[src/rtl/kv_proto_pkg.sv]
// Shared definitions for the key-value command link: frame constants,
// status codes and the UART transmit state encoding.
// Build option: KV_RSP_CHECKSUM_EN appends an XOR checksum byte to each frame.
package kv_proto_pkg;

  localparam logic [7:0]  HDR_BYTE_DEF = 8'hA5;
  localparam int unsigned KEY_W_DEF    = 32;
  localparam int unsigned VAL_W_DEF    = 64;

  localparam logic [7:0] ST_OK       = 8'h00;
  localparam logic [7:0] ST_NOTFOUND = 8'h01;
  localparam logic [7:0] ST_FULL     = 8'h02;
  localparam logic [7:0] ST_BADCMD   = 8'h03;

`ifdef KV_RSP_CHECKSUM_EN
  localparam int unsigned CSUM_BYTES = 1;
`else
  localparam int unsigned CSUM_BYTES = 0;
`endif

  // Bytes per response frame: header, status, key, value and optional checksum.
  function automatic int unsigned kv_frame_bytes(input int unsigned key_w,
                                                 input int unsigned val_w);
    return 2 + key_w / 8 + val_w / 8 + CSUM_BYTES;
  endfunction

  localparam int unsigned NB_DEF = kv_frame_bytes(KEY_W_DEF, VAL_W_DEF);

  typedef enum logic [1:0] {
    TX_IDLE  = 2'd0,
    TX_START = 2'd1,
    TX_DATA  = 2'd2,
    TX_STOP  = 2'd3
  } tx_state_e;

endpackage

[src/rtl/uart_tx_byte.sv]
// 8N1 byte serialiser paced by an oversample tick. A new byte is taken from
// byte_data whenever the line leaves IDLE or a STOP bit ends with byte_valid
// still high, so consecutive bytes run with no idle gap.
module uart_tx_byte
  import kv_proto_pkg::*;
#(
  parameter int unsigned OVERSAMPLE = 16
) (
  input  logic       clk,
  input  logic       rst_n,
  input  logic       tick_in,
  input  logic       byte_valid,
  input  logic [7:0] byte_data,
  output logic       byte_load_c,
  output logic       byte_done_c,
  output logic       dtx
);

  localparam int unsigned TW = (OVERSAMPLE > 2) ? $clog2(OVERSAMPLE) : 1;

  tx_state_e   state_q;
  logic [TW-1:0] tick_cnt_q;
  logic [2:0]  bit_cnt_q;
  logic [7:0]  shreg_q;
  logic        last_tick;

  assign last_tick   = tick_in && (tick_cnt_q == TW'(OVERSAMPLE - 1));
  assign byte_done_c = (state_q == TX_STOP) && last_tick;
  assign byte_load_c = byte_valid &&
                       (((state_q == TX_IDLE) && tick_in) || byte_done_c);

  // Bit-timing FSM: each bit spans OVERSAMPLE ticks, transitions on the last one.
  always_ff @(posedge clk) begin
    if (!rst_n) begin
      state_q    <= TX_IDLE;
      tick_cnt_q <= '0;
      bit_cnt_q  <= '0;
      shreg_q    <= '0;
      dtx        <= 1'b1;
    end else if (tick_in) begin
      case (state_q)
        TX_IDLE: begin
          tick_cnt_q <= '0;
          if (byte_valid) begin
            state_q   <= TX_START;
            shreg_q   <= byte_data;
            bit_cnt_q <= '0;
            dtx       <= 1'b0;
          end
        end
        TX_START: begin
          if (last_tick) begin
            state_q    <= TX_DATA;
            tick_cnt_q <= '0;
            dtx        <= shreg_q[0];
          end else begin
            tick_cnt_q <= tick_cnt_q + TW'(1);
          end
        end
        TX_DATA: begin
          if (last_tick) begin
            tick_cnt_q <= '0;
            if (bit_cnt_q == 3'd7) begin
              state_q <= TX_STOP;
              dtx     <= 1'b1;
            end else begin
              bit_cnt_q <= bit_cnt_q + 3'd1;
              shreg_q   <= {1'b0, shreg_q[7:1]};
              dtx       <= shreg_q[1];
            end
          end else begin
            tick_cnt_q <= tick_cnt_q + TW'(1);
          end
        end
        TX_STOP: begin
          if (last_tick) begin
            tick_cnt_q <= '0;
            if (byte_valid) begin
              state_q   <= TX_START;
              shreg_q   <= byte_data;
              bit_cnt_q <= '0;
              dtx       <= 1'b0;
            end else begin
              state_q <= TX_IDLE;
            end
          end else begin
            tick_cnt_q <= tick_cnt_q + TW'(1);
          end
        end
        default: begin
          state_q    <= TX_IDLE;
          tick_cnt_q <= '0;
          dtx        <= 1'b1;
        end
      endcase
    end
  end

endmodule

[src/rtl/kv_rsp_transmitter.sv]
// Response transmitter: captures one (status, key, value) response into a
// shadow frame buffer and streams it out as UART bytes, header first.
// Build option: KV_RSP_CHECKSUM_EN appends the XOR of all non-header bytes.
module kv_rsp_transmitter
  import kv_proto_pkg::*;
#(
  parameter int unsigned OVERSAMPLE = 16,
  parameter logic [7:0]  HDR_BYTE   = HDR_BYTE_DEF,
  parameter int unsigned KEY_W      = KEY_W_DEF,
  parameter int unsigned VAL_W      = VAL_W_DEF
) (
  input  logic             clk,
  input  logic             rst_n,
  input  logic             tick_in,
  input  logic             rsp_valid,
  output logic             rsp_ready,
  input  logic [7:0]       rsp_status,
  input  logic [KEY_W-1:0] rsp_key,
  input  logic [VAL_W-1:0] rsp_value,
  output logic             dtx,
  output logic             busy
);

  localparam int unsigned NB  = kv_frame_bytes(KEY_W, VAL_W);
  localparam int unsigned FW  = NB * 8;
  localparam int unsigned BCW = $clog2(NB + 1);

  logic [FW-1:0]  frame_q;
  logic [FW-1:0]  frame_d;
  logic [BCW-1:0] byte_cnt_q;
  logic           byte_valid;
  logic           byte_load_c;
  logic           byte_done_c;
  logic           capture;

  assign rsp_ready  = !busy;
  assign capture    = rsp_valid && !busy;
  assign byte_valid = busy && (byte_cnt_q != BCW'(NB));

`ifdef KV_RSP_CHECKSUM_EN
  logic [7:0] csum_c;

  // XOR of status, key and value bytes, formed from the live inputs at capture.
  always_comb begin
    csum_c = rsp_status;
    for (int i = 0; i < int'(KEY_W / 8); i++) csum_c ^= rsp_key[i*8 +: 8];
    for (int i = 0; i < int'(VAL_W / 8); i++) csum_c ^= rsp_value[i*8 +: 8];
  end

  assign frame_d = {HDR_BYTE, rsp_status, rsp_key, rsp_value, csum_c};
`else
  assign frame_d = {HDR_BYTE, rsp_status, rsp_key, rsp_value};
`endif

  // Frame buffer shifts left one byte per load, so the next byte is always on top.
  always_ff @(posedge clk) begin
    if (!rst_n) begin
      frame_q    <= '0;
      byte_cnt_q <= '0;
      busy       <= 1'b0;
    end else if (capture) begin
      frame_q    <= frame_d;
      byte_cnt_q <= '0;
      busy       <= 1'b1;
    end else begin
      if (byte_load_c) begin
        frame_q    <= {frame_q[FW-9:0], 8'h00};
        byte_cnt_q <= byte_cnt_q + BCW'(1);
      end
      if (byte_done_c && (byte_cnt_q == BCW'(NB))) busy <= 1'b0;
    end
  end

  uart_tx_byte #(
    .OVERSAMPLE (OVERSAMPLE)
  ) u_tx (
    .clk         (clk),
    .rst_n       (rst_n),
    .tick_in     (tick_in),
    .byte_valid  (byte_valid),
    .byte_data   (frame_q[FW-1 -: 8]),
    .byte_load_c (byte_load_c),
    .byte_done_c (byte_done_c),
    .dtx         (dtx)
  );

endmodule
[config.mk]
export PLATFORM = sky130hd
export DESIGN_NAME = kv_rsp_transmitter
export DESIGN_NICKNAME = d
export VERILOG_FILES = /design/src/rtl/kv_proto_pkg.sv /design/src/rtl/uart_tx_byte.sv /design/src/rtl/kv_rsp_transmitter.sv
export SDC_FILE = /design/constraint.sdc
export NUM_CORES = 1
export LEC_CHECK = 0
export CAP_MARGIN = 20
export CORE_ASPECT_RATIO = 1.2
export CORE_UTILIZATION = 38
export CTS_CLUSTER_SIZE = 25
export DETAILED_ROUTE_END_ITERATION = 10
export HOLD_SLACK_MARGIN = 0.08
export SYNTH_ARGS = -nofsm -noshare
export SYNTH_HDL_FRONTEND = slang
export SYNTH_SLANG_ARGS = --single-unit
[constraint.sdc]
create_clock -name clk -period 2.5 [get_ports clk]
set_input_delay 0.5 -clock clk [delete_from_list [all_inputs] [get_ports clk]]
set_output_delay 0.5 -clock clk [all_outputs]
set_load 0.02 [all_outputs]
* Word level (Yosys, flattened, before mapping)
Index checks and enable logic that the tools add are counted.
** Storage, ports and cells
- Output and inout port bits :: 3
- Latch bits :: 0
- Memories :: 0
- Word-level logic and storage cells :: 73
- RAM bits :: 0
- Bits in read-only memories :: 0
- Register bits after elaboration :: 135
** Cells by class
- Divide/modulo/power cells :: 0
- Add/sub/neg operators :: 3
- Reduce and logical (&&, ||, !) cells :: 18
- Bitwise logic cells :: 1
- Muxes and demuxes :: 29
- $lt $le $gt $ge :: 0
- Multipliers :: 0
- Shifts and indexed selects :: 0
- Equal/unequal tests :: 13
** Operators with widths (count)
- 2-to-1 mux 112 bit :: 2
- 2-to-1 mux 8 bit :: 4
- case mux 8 bit (3 select lines) :: 1
- 2-to-1 mux 3 bit :: 4
- 2-to-1 mux 2 bit :: 5
- inequality test 2 x 1 -> 1 bit, second input constant :: 5
- case mux 3 bit (3 select lines) :: 1
- adder 4 x 1 -> 4 bit, second input constant :: 2
- equality test 4 bit, second input constant :: 2
- 2-to-1 mux 1 bit :: 8
- case mux 2 bit (4 select lines) :: 1
- case mux 4 bit (2 select lines) :: 1
- logical AND 1 bit :: 7
- AND reduction 6 bit :: 1
- AND reduction 5 bit :: 1
- equality test 2 bit, second input constant :: 2
- 2-to-1 mux 4 bit :: 1
- inequality test 4 bit, second input constant :: 1
- case mux 1 bit (4 select lines) :: 1
- AND reduction 4 bit :: 1
- nonzero test 2 bit :: 2
- adder 3 x 1 -> 3 bit, second input constant :: 1
- equality test 3 bit, second input constant :: 1
- nonzero test 3 bit :: 1
- other kinds (8) :: 8

* Depth between registers and ports, before layout
- Word-level depth :: 7
- Depth in mapped cells :: 9
- Depth with buffers taken out :: 6

* By module
A second synthesis with hierarchy kept.
** Second synthesis, totals
- Cells, all modules :: 625
- Area, all modules :: 6060.8 sq um
** Modules (own cells, without submodules)
- kv_rsp_transmitter :: area an instance 4998.5 sq um, times used 1, cells each 515, sequential area each 2342.2 sq um
- uart_tx_byte :: area an instance 1062.3 sq um, times used 1, cells each 110, sequential area each 360.3 sq um

* Worst setup path before layout
No wires, ideal clock.
- Path type :: reg-to-reg
- From :: register u_tx.state_q[0]
- To :: register u_tx.state_q[0]
- Period minus slack after synthesis :: 1915 ps
- Arrival time :: 1796 ps
- Path buffers :: 1
- Library setup time :: 119 ps
- Slack :: 585 ps
- Cell stages (with the launch flop) :: 8
- Cell sequence :: dfxtp_1 > inv_1 > ha_1 > clkbuf_1 > nor3_1 > nor2_1 > or3_1 > o221a_2
** Between the ends
- Longest elaborated chain between the ends :: 3
- Elaborated cells between the ends (all ways) :: 11
- Classes of those cells :: 8 x eq/ne; 1 x mux; 2 x reduce/logical
** RTL lines
- start, declared :: RTL line uart_tx_byte.sv:21 : tx_state_e state_q;
- start signal, assigned :: RTL line uart_tx_byte.sv:35 : state_q <= TX_IDLE;
- start signal, assigned :: RTL line uart_tx_byte.sv:45 : state_q <= TX_START;
- start signal, assigned :: RTL line uart_tx_byte.sv:53 : state_q <= TX_DATA;
- equality test 2 bit (tied with other cells) :: RTL line uart_tx_byte.sv:41 : case (state_q)
- inequality test 2 x 1 -> 1 bit (no source line)
- AND reduction 6 bit (no source line)
Parallel ways exist; a longest one is shown, timed or not.
A chain may end at the register's enable or synchronous reset.

* Final worst setup path
- From :: register u_tx.state_q[0]
- To :: register frame_q[4]
** Between the ends
- Longest elaborated chain between the ends :: 5
- Elaborated cells between the ends (all ways) :: 7
- Classes of those cells :: 1 x eq/ne; 6 x reduce/logical
** RTL lines
- equality test 2 bit or zero test 2 bit (tied branches) :: RTL line uart_tx_byte.sv:28, uart_tx_byte.sv:30
- logical AND 1 bit (on tied branches) :: RTL line uart_tx_byte.sv:28, uart_tx_byte.sv:30
- logical OR 1 bit * :: RTL line uart_tx_byte.sv:30 : (((state_q == TX_IDLE) && tick_in) || byte_done_c);
- logical AND 1 bit * :: RTL line uart_tx_byte.sv:29 : assign byte_load_c = byte_valid &&
- nonzero test 2 bit (no source line) *
- end signal, assigned :: RTL line kv_rsp_transmitter.sv:62 : frame_q <= frame_d;
- end signal, assigned :: RTL line kv_rsp_transmitter.sv:67 : frame_q <= {frame_q[FW-9:0], 8'h00};
- end, declared :: RTL line kv_rsp_transmitter.sv:28 : logic [FW-1:0] frame_q;
Every way passes the cells marked *; elsewhere a longest branch is shown, timed or not.

==> results_dict.tcl <==
set metrics [dict create \
    status "finished, final reports clean" \
    worstMarginPinSlew_ns 0.6542 \
    proportion_of_total_power_due_to_net_switching_pct 22.83 \
    detail-route-antenna-nets 0 \
    clock_tree.root_cell "sky130_fd_sc_hd__clkbuf_16" \
    grt-busiest-layer "met2" \
    clkSlewWorstSetupHoldPaths_ns 0.06 \
    syn-num-nets 782 \
    worst_case_reg_to_reg_path_depth 7 \
    globalRouteMet1Util_pct 25.95 \
    ys_top_cells_by_count "sky130_fd_sc_hd__dfxtp_1 (135), sky130_fd_sc_hd__nand2_1 (123), sky130_fd_sc_hd__nand3_1 (114)" \
    via_count 5263 \
    worstSetupEndpointType "register" \
    final_sum_of_negative_setup_slack_ns 0 \
    grt_pass1_wl_mm 24.23 \
    final-setup-viol-count 0 \
    die_h_um 137.4 \
    post-synth-top-count-cell "sky130_fd_sc_hd__dfxtp_1" \
    initial_antenna_violation_count 0 \
    worstSetupStartpointType "register" \
    post_route_cells_drive_above_1_share_pct 8.037 \
    tritoncts "yes" \
    filler_cell_count_in_the_final_layout 1437 \
    synth.yosys.seq_area_share_pct 46.58 \
    num-nets-final 864 \
    fp.coreArea_um2 14960 \
    groute.usage.overall_pct 19.84 \
    sequential_power_share_pct 39.3 \
    power.density_cell_area_nw_per_um2 763.5 \
    grt_use_met2_pct 31.78 \
    crit_type "register to register" \
    io_pins 111 \
    hpwlAfterDp_mm 10.15 \
    antenna_cells 0 \
    clk-insertion-delay-late_ns 0.42 \
    worstPathRequired_ns 2.84 \
    mappedNetlistArea_um2 5802 \
    largest_net_degree_at_the_start_of_global_routing 77 \
    total_leakage_power_nw 2.802 \
    cap_viol_max_count 0 \
    timing.hold.worst.class "register to register" \
    avgViaCountPerCell 5.465 \
    grt_overflow_total 0 \
    worst_hold_path_depth 2 \
    netlist-cell-type-count 46 \
    rr_startpoint "u_tx.state_q[0]" \
    dp_worst_setup_slack_ns 0.09089 \
    fmaxAchievable_mhz 435.8 \
    layout_min_cycle_time_ns 2.295 \
    h-tree-depth 4 \
    post-synth-top-area-fraction_pct 46.58 \
    postSynthCellCount 664 \
    hold_startpoint "frame_q[105]" \
    synth.ff_latch_count 135 \
    arrival_ns 2.63 \
    report.final.slew_viol_count 0 \
    post_synth.cell_area_avg_um2 8.738 \
    async_flop_share_pct 0 \
    drt-total-wl_mm 14.83 \
    worst_ir_drop_vdd_mv 0.5066 \
    place.port_buffers 110 \
    layout.area.seq_um2 2703 \
    number_of_warnings_reported_in_the_yosys_synthesis_log 0 \
    detailed_routing_iteration_count_for_the_pre_antenna_repair_pass 5 \
    die_area_um2 15770 \
    area_growth_pct 34.83 \
    max-slew-margin-rel_pct 56.30 \
    routed_wire_length_per_instance_um 15.40 \
    floorplan.initialDensity_pct 38.78 \
    post-route-period-util_pct 91.78 \
    grt_pass1_vias 4959 \
    synth_top_cell_by_area "sky130_fd_sc_hd__dfxtp_1" \
    drt_drc_violations_left 0 \
    ys_top_cells_by_area "sky130_fd_sc_hd__dfxtp_1 (47%), sky130_fd_sc_hd__o221ai_1 (10%), sky130_fd_sc_hd__nand3_1 (9.8%)" \
    clock-sinks 135 \
    ctsLongestPathBuffers 2 \
    clock-skew-final_ns 0.007861 \
    cts_inserted_buffers 17 \
    internal_power_mw 4.609 \
    drt_iter0_drc 282 \
    power.switching_mw 1.363 \
    synth_edf_count 0 \
    cp-startpoint "u_tx.state_q[0]" \
    grt_setup_unrepaired "no" \
    dieWidth_um 114.8 \
    final_hold_viol_count 0 \
    multi_input_combinational_cell_area_um2 2805 \
    power.share.clock_pct 48.2 \
    setup_slack_ns 0.2055 \
    rows 49 \
    critical_path_peak_fanout 39 \
    power.share.combinational_pct 12.5 \
    final_weighted_congestion_in_routability_driven_placement 0.8346 \
    met3_usage_pct 3.784 \
    synth_top_flop_cell "sky130_fd_sc_hd__dfxtp_1" \
]
-- metal layers --
layer  vias to the layer above  routed length (µm)
met5                         -                   0
li1                       2636                   -
met3                        17                 646
met4                         0                 269
met1                      2478                6966
met2                       132                6948
-- critical path, cell delays in order, from the launching register on --
cell and delay (ns):
sky130_fd_sc_hd__dfxtp_1 0.39, sky130_fd_sc_hd__inv_1 0.12, sky130_fd_sc_hd__ha_1 0.31, sky130_fd_sc_hd__a41oi_1 0.37
sky130_fd_sc_hd__or3_4 0.31, sky130_fd_sc_hd__buf_4 0.41, sky130_fd_sc_hd__nand3_1 0.13, sky130_fd_sc_hd__a21boi_0 0.16
-- cell usage in the layout, fill, tap and decap left out, types with 3 or more instances in the layout --
cell,count
sky130_fd_sc_hd__nand3_1,114
sky130_fd_sc_hd__nand2_1,123
sky130_fd_sc_hd__nand2b_1,10
sky130_fd_sc_hd__nor2b_1,3
sky130_fd_sc_hd__o21ai_0,5
sky130_fd_sc_hd__a22oi_1,11
sky130_fd_sc_hd__o211ai_1,23
sky130_fd_sc_hd__dfxtp_1,135
sky130_fd_sc_hd__a21oi_1,8
sky130_fd_sc_hd__clkbuf_8,3
sky130_fd_sc_hd__nor2_1,6
sky130_fd_sc_hd__inv_1,5
sky130_fd_sc_hd__a21boi_0,21
sky130_fd_sc_hd__clkbuf_16,17
sky130_fd_sc_hd__or3_1,6
sky130_fd_sc_hd__buf_4,12
sky130_fd_sc_hd__o211a_1,4
sky130_fd_sc_hd__clkdlybuf4s50_1,109
sky130_fd_sc_hd__buf_12,8
sky130_fd_sc_hd__and3_1,3
sky130_fd_sc_hd__ha_1,10
sky130_fd_sc_hd__mux2i_1,9
sky130_fd_sc_hd__bufinv_16,6
sky130_fd_sc_hd__o221ai_1,69
-- flip-flops by register name, summed over array words and instances (netlist names) --
| name | count |
|---|---|
| u_tx.bit_cnt_q | 3 |
| u_tx.dtx | 1 |
| frame_q | 112 |
| u_tx.state_q | 2 |
| u_tx.tick_cnt_q | 4 |
| u_tx.shreg_q | 8 |
| busy | 1 |
| byte_cnt_q | 4 |
-- power by group through the flow --
stage	registers, mW	logic, mW	clock network (mW)
finish	2.35	0.748	2.88
global route	2.36	0.821	3.02
CTS	2.35	0.750	2.92
detailed placement	2.40	0.746	0
global placement	2.39	0.731	0
floorplan	2.38	0.427	0
-- area by class of cell --
type | count | area share [%]
Multi-Input combinational cell | 457 | 35.86
Sequential cell | 135 | 34.55
Timing Repair Buffer | 130 | 17.29
Clock buffer | 21 | 6.014
Tap cell | 204 | 3.263
Clock inverter | 11 | 2.783
Inverter | 5 | 0.2399
-- per-stage QoR --
step           utilization (%)  hold slack (ns)  instances  power, mW  instance area [µm²]
4_1_cts                  52.28           0.4528        963      6.022                 7821
3_5_place_dp             47.68           0.4452        931      3.141                 7133
5_1_grt                  52.29           0.4690        963      6.208                 7823
3_3_place_gp             47.68           0.4424        931      3.120                 7133
6_report                 52.29           0.4548        963      5.973                 7823
2_1_floorplan                -           0.4321        664      2.811                 5802
-- cells by family after synthesis --
logic type | after synthesis | share of synthesized area [%]
adder cells (fa/ha/maj) | 10 | 2.157
AO/OA/AOI/OAI | 158 | 21.95
flip-flops | 135 | 46.58
AND/OR/NAND/NOR | 279 | 22.21
buffers and inverters | 72 | 5.391
multiplexers | 9 | 1.553
XOR/XNOR | 1 | 0.1510
-- worst paths after layout --
kind                            slack, ns            to
worst min-delay path                 0.45  frame_q[105]
worst max-delay path                 0.21    frame_q[4]
worst max register to register       0.21    frame_q[4]
worst min register to register       0.45  frame_q[105]
-- timing repair --
action	CTS	global route
hold buffers	0	0
hold endpoints to repair	0	0
resized for setup	0	1
endpoints found under the setup margin	0	1
setup buffers	0	0
No activity file was read; power rests on OpenSTA's default activity.
